===== config.mk =====
export PLATFORM = sky130hd
export DESIGN_NAME = csr_trap_unit
export DESIGN_NICKNAME = d
export VERILOG_FILES = /design/src/rtl/csr_trap_unit.sv
export SDC_FILE = /design/constraint.sdc
export NUM_CORES = 1
export LEC_CHECK = 0
export BUFFER_PORTS_ARGS = -buffer_cell sky130_fd_sc_hd__buf_2
export CAP_MARGIN = 20
export CORE_AREA = 10 10 275 277
export DETAILED_ROUTE_END_ITERATION = 16
export DIE_AREA = 0 0 285 287
export PLACE_DENSITY_LB_ADDON = 0.3
export SYNTH_ARGS = -nofsm -noshare
export SYNTH_HDL_FRONTEND = slang
export SYNTH_SLANG_ARGS = --single-unit

===== constraint.sdc =====
create_clock -name clk -period 8.1 [get_ports clk]
set_input_delay 0.81 -clock clk [delete_from_list [all_inputs] [get_ports clk]]
set_output_delay 0.81 -clock clk [all_outputs]
set_load 0.02 [all_outputs]

===== src/rtl/csr_trap_unit.sv =====
// Trap sequencer: turns commit-time exceptions, interrupts and mret into ordered CSR writes and a fetch redirect.
// Optional feature: define CSR_TRAP_VECTORED_EN to honour vectored mtvec mode for interrupts.
module csr_trap_unit #(
    parameter int XLEN    = 64,
    parameter int CAUSE_W = 6
) (
    input  logic               clk,
    input  logic               reset,
    input  logic               cmt_valid,
    output logic               cmt_ready,
    input  logic [XLEN-1:0]    cmt_pc,
    input  logic               cmt_exc,
    input  logic [CAUSE_W-1:0] cmt_exc_code,
    input  logic [XLEN-1:0]    cmt_tval,
    input  logic               cmt_mret,
    input  logic [XLEN-1:0]    irq_pending,
    input  logic [XLEN-1:0]    mstatus_i,
    input  logic [XLEN-1:0]    mtvec_i,
    input  logic [XLEN-1:0]    mepc_i,
    output logic               csr_we,
    output logic [XLEN-1:0]    mepc_o,
    output logic [XLEN-1:0]    mcause_o,
    output logic [XLEN-1:0]    mtval_o,
    output logic [XLEN-1:0]    mstatus_o,
    output logic [1:0]         priv_o,
    output logic               redirect_valid,
    output logic [XLEN-1:0]    redirect_pc
);

    localparam int         MIE_BIT  = 3;
    localparam int         MPIE_BIT = 7;
    localparam int         MPP_LO   = 11;
    localparam logic [1:0] PRIV_M   = 2'b11;
    localparam logic [1:0] PRIV_U   = 2'b00;

    typedef enum logic [1:0] {
        ST_IDLE,
        ST_TRAP_WR,
        ST_REDIRECT
    } state_t;

    state_t              r_state;
    state_t              w_state_next;
    logic [1:0]          r_priv;
    logic [1:0]          r_priv_next;
    logic [XLEN-1:0]     r_mepc;
    logic [XLEN-1:0]     r_mcause;
    logic [XLEN-1:0]     r_mtval;
    logic [XLEN-1:0]     r_mstatus;
    logic [XLEN-1:0]     r_redirect_pc;

    logic [2:0]          w_irq_sel;
    logic [CAUSE_W-1:0]  w_irq_code;
    logic                w_irq_take;
    logic                w_trap_take;
    logic                w_accept;
    logic [CAUSE_W-1:0]  w_cause_code;
    logic [XLEN-1:0]     w_mcause;
    logic [XLEN-1:0]     w_trap_base;
    logic [XLEN-1:0]     w_trap_target;
    logic [XLEN-1:0]     w_mstatus_trap;
    logic [XLEN-1:0]     w_mstatus_mret;
    logic                w_unused;

    // Only MEI/MSI/MTI are serviced; the remaining pending bits are deliberately ignored.
    assign w_irq_sel = {irq_pending[11], irq_pending[3], irq_pending[7]};
    assign w_unused  = ^{irq_pending, mtvec_i[1:0], cmt_pc[1:0]};

    always_comb begin
        // NOTE: every combinationally driven signal gets a default first so no path leaves it unassigned (no latch).
        w_irq_code = '0;
        if (irq_pending[11])
            w_irq_code = CAUSE_W'(11);
        else if (irq_pending[3])
            w_irq_code = CAUSE_W'(3);
        else if (irq_pending[7])
            w_irq_code = CAUSE_W'(7);
    end

    assign w_irq_take   = cmt_valid & (|w_irq_sel) & (mstatus_i[MIE_BIT] | (r_priv != PRIV_M));
    assign w_trap_take  = w_irq_take | (cmt_valid & cmt_exc);
    assign w_accept     = cmt_valid & cmt_ready & (w_trap_take | cmt_mret);
    assign w_cause_code = w_irq_take ? w_irq_code : cmt_exc_code;
    assign w_mcause     = {w_irq_take, {(XLEN-1-CAUSE_W){1'b0}}, w_cause_code};
    assign w_trap_base  = {mtvec_i[XLEN-1:2], 2'b00};

`ifdef CSR_TRAP_VECTORED_EN
    assign w_trap_target = (w_irq_take && (mtvec_i[1:0] == 2'b01))
                         ? w_trap_base + (XLEN'(w_irq_code) << 2)
                         : w_trap_base;
`else
    assign w_trap_target = w_trap_base;
`endif

    always_comb begin
        w_mstatus_trap                   = mstatus_i;
        w_mstatus_trap[MPIE_BIT]         = mstatus_i[MIE_BIT];
        w_mstatus_trap[MIE_BIT]          = 1'b0;
        w_mstatus_trap[MPP_LO +: 2]      = r_priv;

        w_mstatus_mret                   = mstatus_i;
        w_mstatus_mret[MIE_BIT]          = mstatus_i[MPIE_BIT];
        w_mstatus_mret[MPIE_BIT]         = 1'b1;
        w_mstatus_mret[MPP_LO +: 2]      = PRIV_U;
    end

    always_ff @(posedge clk or posedge reset) begin
        if (reset)
            r_state <= ST_IDLE;
        else
            // NOTE: sequential state uses non-blocking assignment so every flop samples pre-edge values.
            r_state <= w_state_next;
    end

    always_comb begin
        w_state_next   = r_state;
        cmt_ready      = 1'b0;
        csr_we         = 1'b0;
        redirect_valid = 1'b0;
        case (r_state)
            ST_IDLE: begin
                cmt_ready = 1'b1;
                if (w_accept)
                    w_state_next = ST_TRAP_WR;
            end
            ST_TRAP_WR: begin
                csr_we       = 1'b1;
                w_state_next = ST_REDIRECT;
            end
            ST_REDIRECT: begin
                redirect_valid = 1'b1;
                w_state_next   = ST_IDLE;
            end
            default: w_state_next = ST_IDLE;
        endcase
    end

    // Everything the sequence needs is captured at accept, so later input changes cannot disturb it.
    always_ff @(posedge clk or posedge reset) begin
        if (reset) begin
            r_priv        <= PRIV_M;
            r_priv_next   <= PRIV_M;
            r_mepc        <= '0;
            r_mcause      <= '0;
            r_mtval       <= '0;
            r_mstatus     <= '0;
            r_redirect_pc <= '0;
        end else begin
            if (w_accept) begin
                if (w_trap_take) begin
                    r_mepc        <= {cmt_pc[XLEN-1:2], 2'b00};
                    r_mcause      <= w_mcause;
                    r_mtval       <= w_irq_take ? '0 : cmt_tval;
                    r_mstatus     <= w_mstatus_trap;
                    r_priv_next   <= PRIV_M;
                    r_redirect_pc <= w_trap_target;
                end else begin
                    // mret keeps the last written mcause and rewrites mepc with its current value.
                    r_mepc        <= mepc_i;
                    r_mtval       <= '0;
                    r_mstatus     <= w_mstatus_mret;
                    r_priv_next   <= mstatus_i[MPP_LO +: 2];
                    r_redirect_pc <= mepc_i;
                end
            end
            if (r_state == ST_TRAP_WR)
                r_priv <= r_priv_next;
        end
    end

    assign mepc_o      = r_mepc;
    assign mcause_o    = r_mcause;
    assign mtval_o     = r_mtval;
    assign mstatus_o   = r_mstatus;
    assign priv_o      = r_priv;
    assign redirect_pc = r_redirect_pc;

endmodule


==> key figures <==
Synthesis
  – Sequential area share after synthesis: 61.38%
  – Synth area leaders: dfrtp_1 60%, a2bb2oi_1 10%, o22ai_1 7.1%
  – Cells after synthesis: 820
  – Primary FF master, synth: dfrtp_1
  – Post-synth top area share: 60.41%
  – Number of synthesized flops with an enable pin: 0
  – Synth Cell Area: 10890 um2
  – Async S/R FF share, synth: 100.0%
  – Synthesized area per cell: 13.29 um2
  – #FFs+latches synth: 267
  – Post-synthesis cell type count: 32
  – Area leader, netlist: dfrtp_1
  – Ys Warns: 0

Clock network
  – CTS tree: yes
  – Inserted Clock Buffers: 34
  – Setup Buffers After CTS: 0
  – Clk Latency, worst-skew pair: 0.53 ns
  – Reg clk slew, reported paths: 0.05 ns
  – Clock Tree Buf Depth: 3
  – Root buf cell: clkbuf_16
  – Clock sinks: 267
  – H-Tree Depth: 2
  – Cts-stage hold buffer count: 0
  – # resized after CTS: 0

Layout
  – Area Growth Syn to Fin: 44.41%
  – Commonest non-fill, non-tap cell in the layout: buf_2
  – Commonest cells after routing, fill and taps aside: 597 x buf_2, 263 x dfrtp_1, 124 x o22ai_1, 124 x a2bb2oi_1, 72 x a22o_1
  – Share of cells above drive strength 1: 48.12%
  – Core Util, Final: 22.54%
  – Final nets: 1781

Setup path
  – R2r setup slk: 4.60 ns
  – CP Max Fanout: 74
  – Crit path launch type: flip-flop
  – Critical path's largest stage delay: 0.75 ns
  – Most common cell on crit path: buf_4
  – CP max-delay cell: buf_4
  – Critical path required time: 8.50 ns
  – Buf/Inv on CP: 3
  – Critical Path Start: r_state[0]$_DFFE_PP0P_
  – RR Endpoint: mstatus_o[24]$_DFFE_PP0P_
  – Critical Path, Cell by Cell: nor2_1 -> and2_4 -> o21ai_4 -> buf_4 -> inv_6 -> buf_4 -> mux2_1
  – Critical path's top delay family: buffers and inverters
  – Critical path type: flip-flop to flip-flop
  – R2r startpoint: r_state[0]$_DFFE_PP0P_
  – Worst R2R Path Depth: 7
  – Arrival time worst endpoint: 3.90 ns
  – Crit path capture type: flip-flop

Hold path
  – Hold WC Path Type: input pin to async pin

STA
  – Fmax: 286.0 MHz
  – Fin crit period: 3.496 ns
  – Setup violations, final: 0
  – Setup TNS: 0 ns
  – Clock skew: 0.01762 ns
  – Max transition margin: 31.78%
  – Fin. max-slew vios: 0
  – Hold Vio Cnt, Final: 0
  – Unrepaired setup endpoints after global routing: false
  – Measured slew at the worst slew-check pin: 1.023 ns
  – Period Utilization, post-route: 43.16%

GRT
  – Met2 Use GR: 18.68%
  – Total Routing Usage GR: 10.34%
  – Largest net degree at the start of global routing: 132
  – Vias in the first global route: 10190
  – GRT overflow: 0
  – GR Util met1: 10.51%
  – Met3 Usage GRT: 4.544%
  – First-pass GRT wire length: 66050 um
  – GR peak layer: met2
  – Initial antenna violation count: 3

Floorplanning
  – Core Region: 69790 um2
  – Die height: 287 um
  – Die Span X: 285 um
  – Num rows: 97
  – Die footprint: 81800 um2
  – IO Pins: 720
  – Initial Util: 15.61%

Detailed routing
  – WL per Instance: 19.28 um
  – Final wirelength: 45260 um
  – Vias per inst: 3.945
  – Starting DRT DRC Count: 325
  – Drt first pass iters: 4
  – Routed vias: 9263
  – DRC Markers: 0
  – ANT nets after route: 0

Power
  – Power Density: 359.3 nW/um2
  – Leakage: 7.464 nW
  – VDD IR max: 0.1465 mV

Job
  – Max cap viols: 0

Placement
  – Final GP Congestion: 0.8870
  – Detailed placer's ending HPWL: 34820 um
  – IO buf count: 597

Run status
  – Status: finished, final reports clean
[cells in the mapped netlist (2+ instances only)]
master	number
a22o_1	72
o22ai_1	124
clkbuf_1	47
dfstp_2	4
mux2_2	4
o22a_1	5
nor2b_1	4
buf_4	65
dfrtp_1	263
a31oi_1	2
and3_1	3
buf_1	3
mux2_1	60
nand3_1	3
buf_2	21
a2bb2oi_1	124
[flip-flops by register name, indices dropped and copies added (netlist names)]
name / count
mcause_o: 7
redirect_pc: 62
priv_o: 2
r_priv_next: 2
mtval_o: 64
r_state: 2
mepc_o: 64
mstatus_o: 64
[worst max path at each step]
stage | endpoint | slack, ns | cells past startpoint
after floorplan | mcause_o[0]$_DFFE_PP0P_ | 3.77 | 1
after global placement | mstatus_o[29]$_DFFE_PP0P_ | 4.37 | 8
after detailed placement | mstatus_o[24]$_DFFE_PP0P_ | 4.32 | 8
after CTS | mstatus_o[24]$_DFFE_PP0P_ | 4.56 | 7
after global routing | mstatus_o[23]$_DFFE_PP0P_ | 4.36 | 7
final | mstatus_o[24]$_DFFE_PP0P_ | 4.60 | 7
[routing by layer]
metal,part of all wire (%),vias up
li1,-,4193
met4,2.9,4
met3,10,65
met1,36,4546
met2,51,455
met5,0.088,-
[kinds of logic after synthesis]
family          Yosys count  synth area share [%]
mux                      64                 6.615
other cells               1               0.03442
simple gates             16                0.8499
compound gates          334                 23.89
flops                   267                 61.38
buf+inv                 138                 7.236
[power by group]
part	total, mW	internal (mW)	switching (mW)
combinational	2.11	0.790	1.32
clock	1.50	0.920	0.583
sequential	2.04	1.79	0.250
total	5.65	3.50	2.15
[final cells by class]
class	instances	area (um2)
flip-flops and latches	267	6686
inverters	2	16.27
clock buffers	45	953.4
diodes	1	2.502
repair buffers	610	3098
fillers	7566	54050
multi-input cells	471	3659
well taps	940	1176
clock inverters	12	141.4
[per-stage QoR]
stage / instances / hold WS, ns / instance area, um2 / power, mW / worst slack, ns
floorplan: 876 / 0.4396 / 11110 / 3.326 / 3.768
global placement: 2290 / 0.4613 / 14640 / 4.183 / 4.369
detailed placement: 2290 / 0.4692 / 14640 / 4.204 / 4.317
CTS: 2347 / 0.3841 / 15730 / 5.763 / 4.565
global route: 2347 / 0.4209 / 15730 / 5.973 / 4.363
finish: 2348 / 0.3952 / 15730 / 5.653 / 4.604
Note: power is estimated with default switching activity, not from simulation.
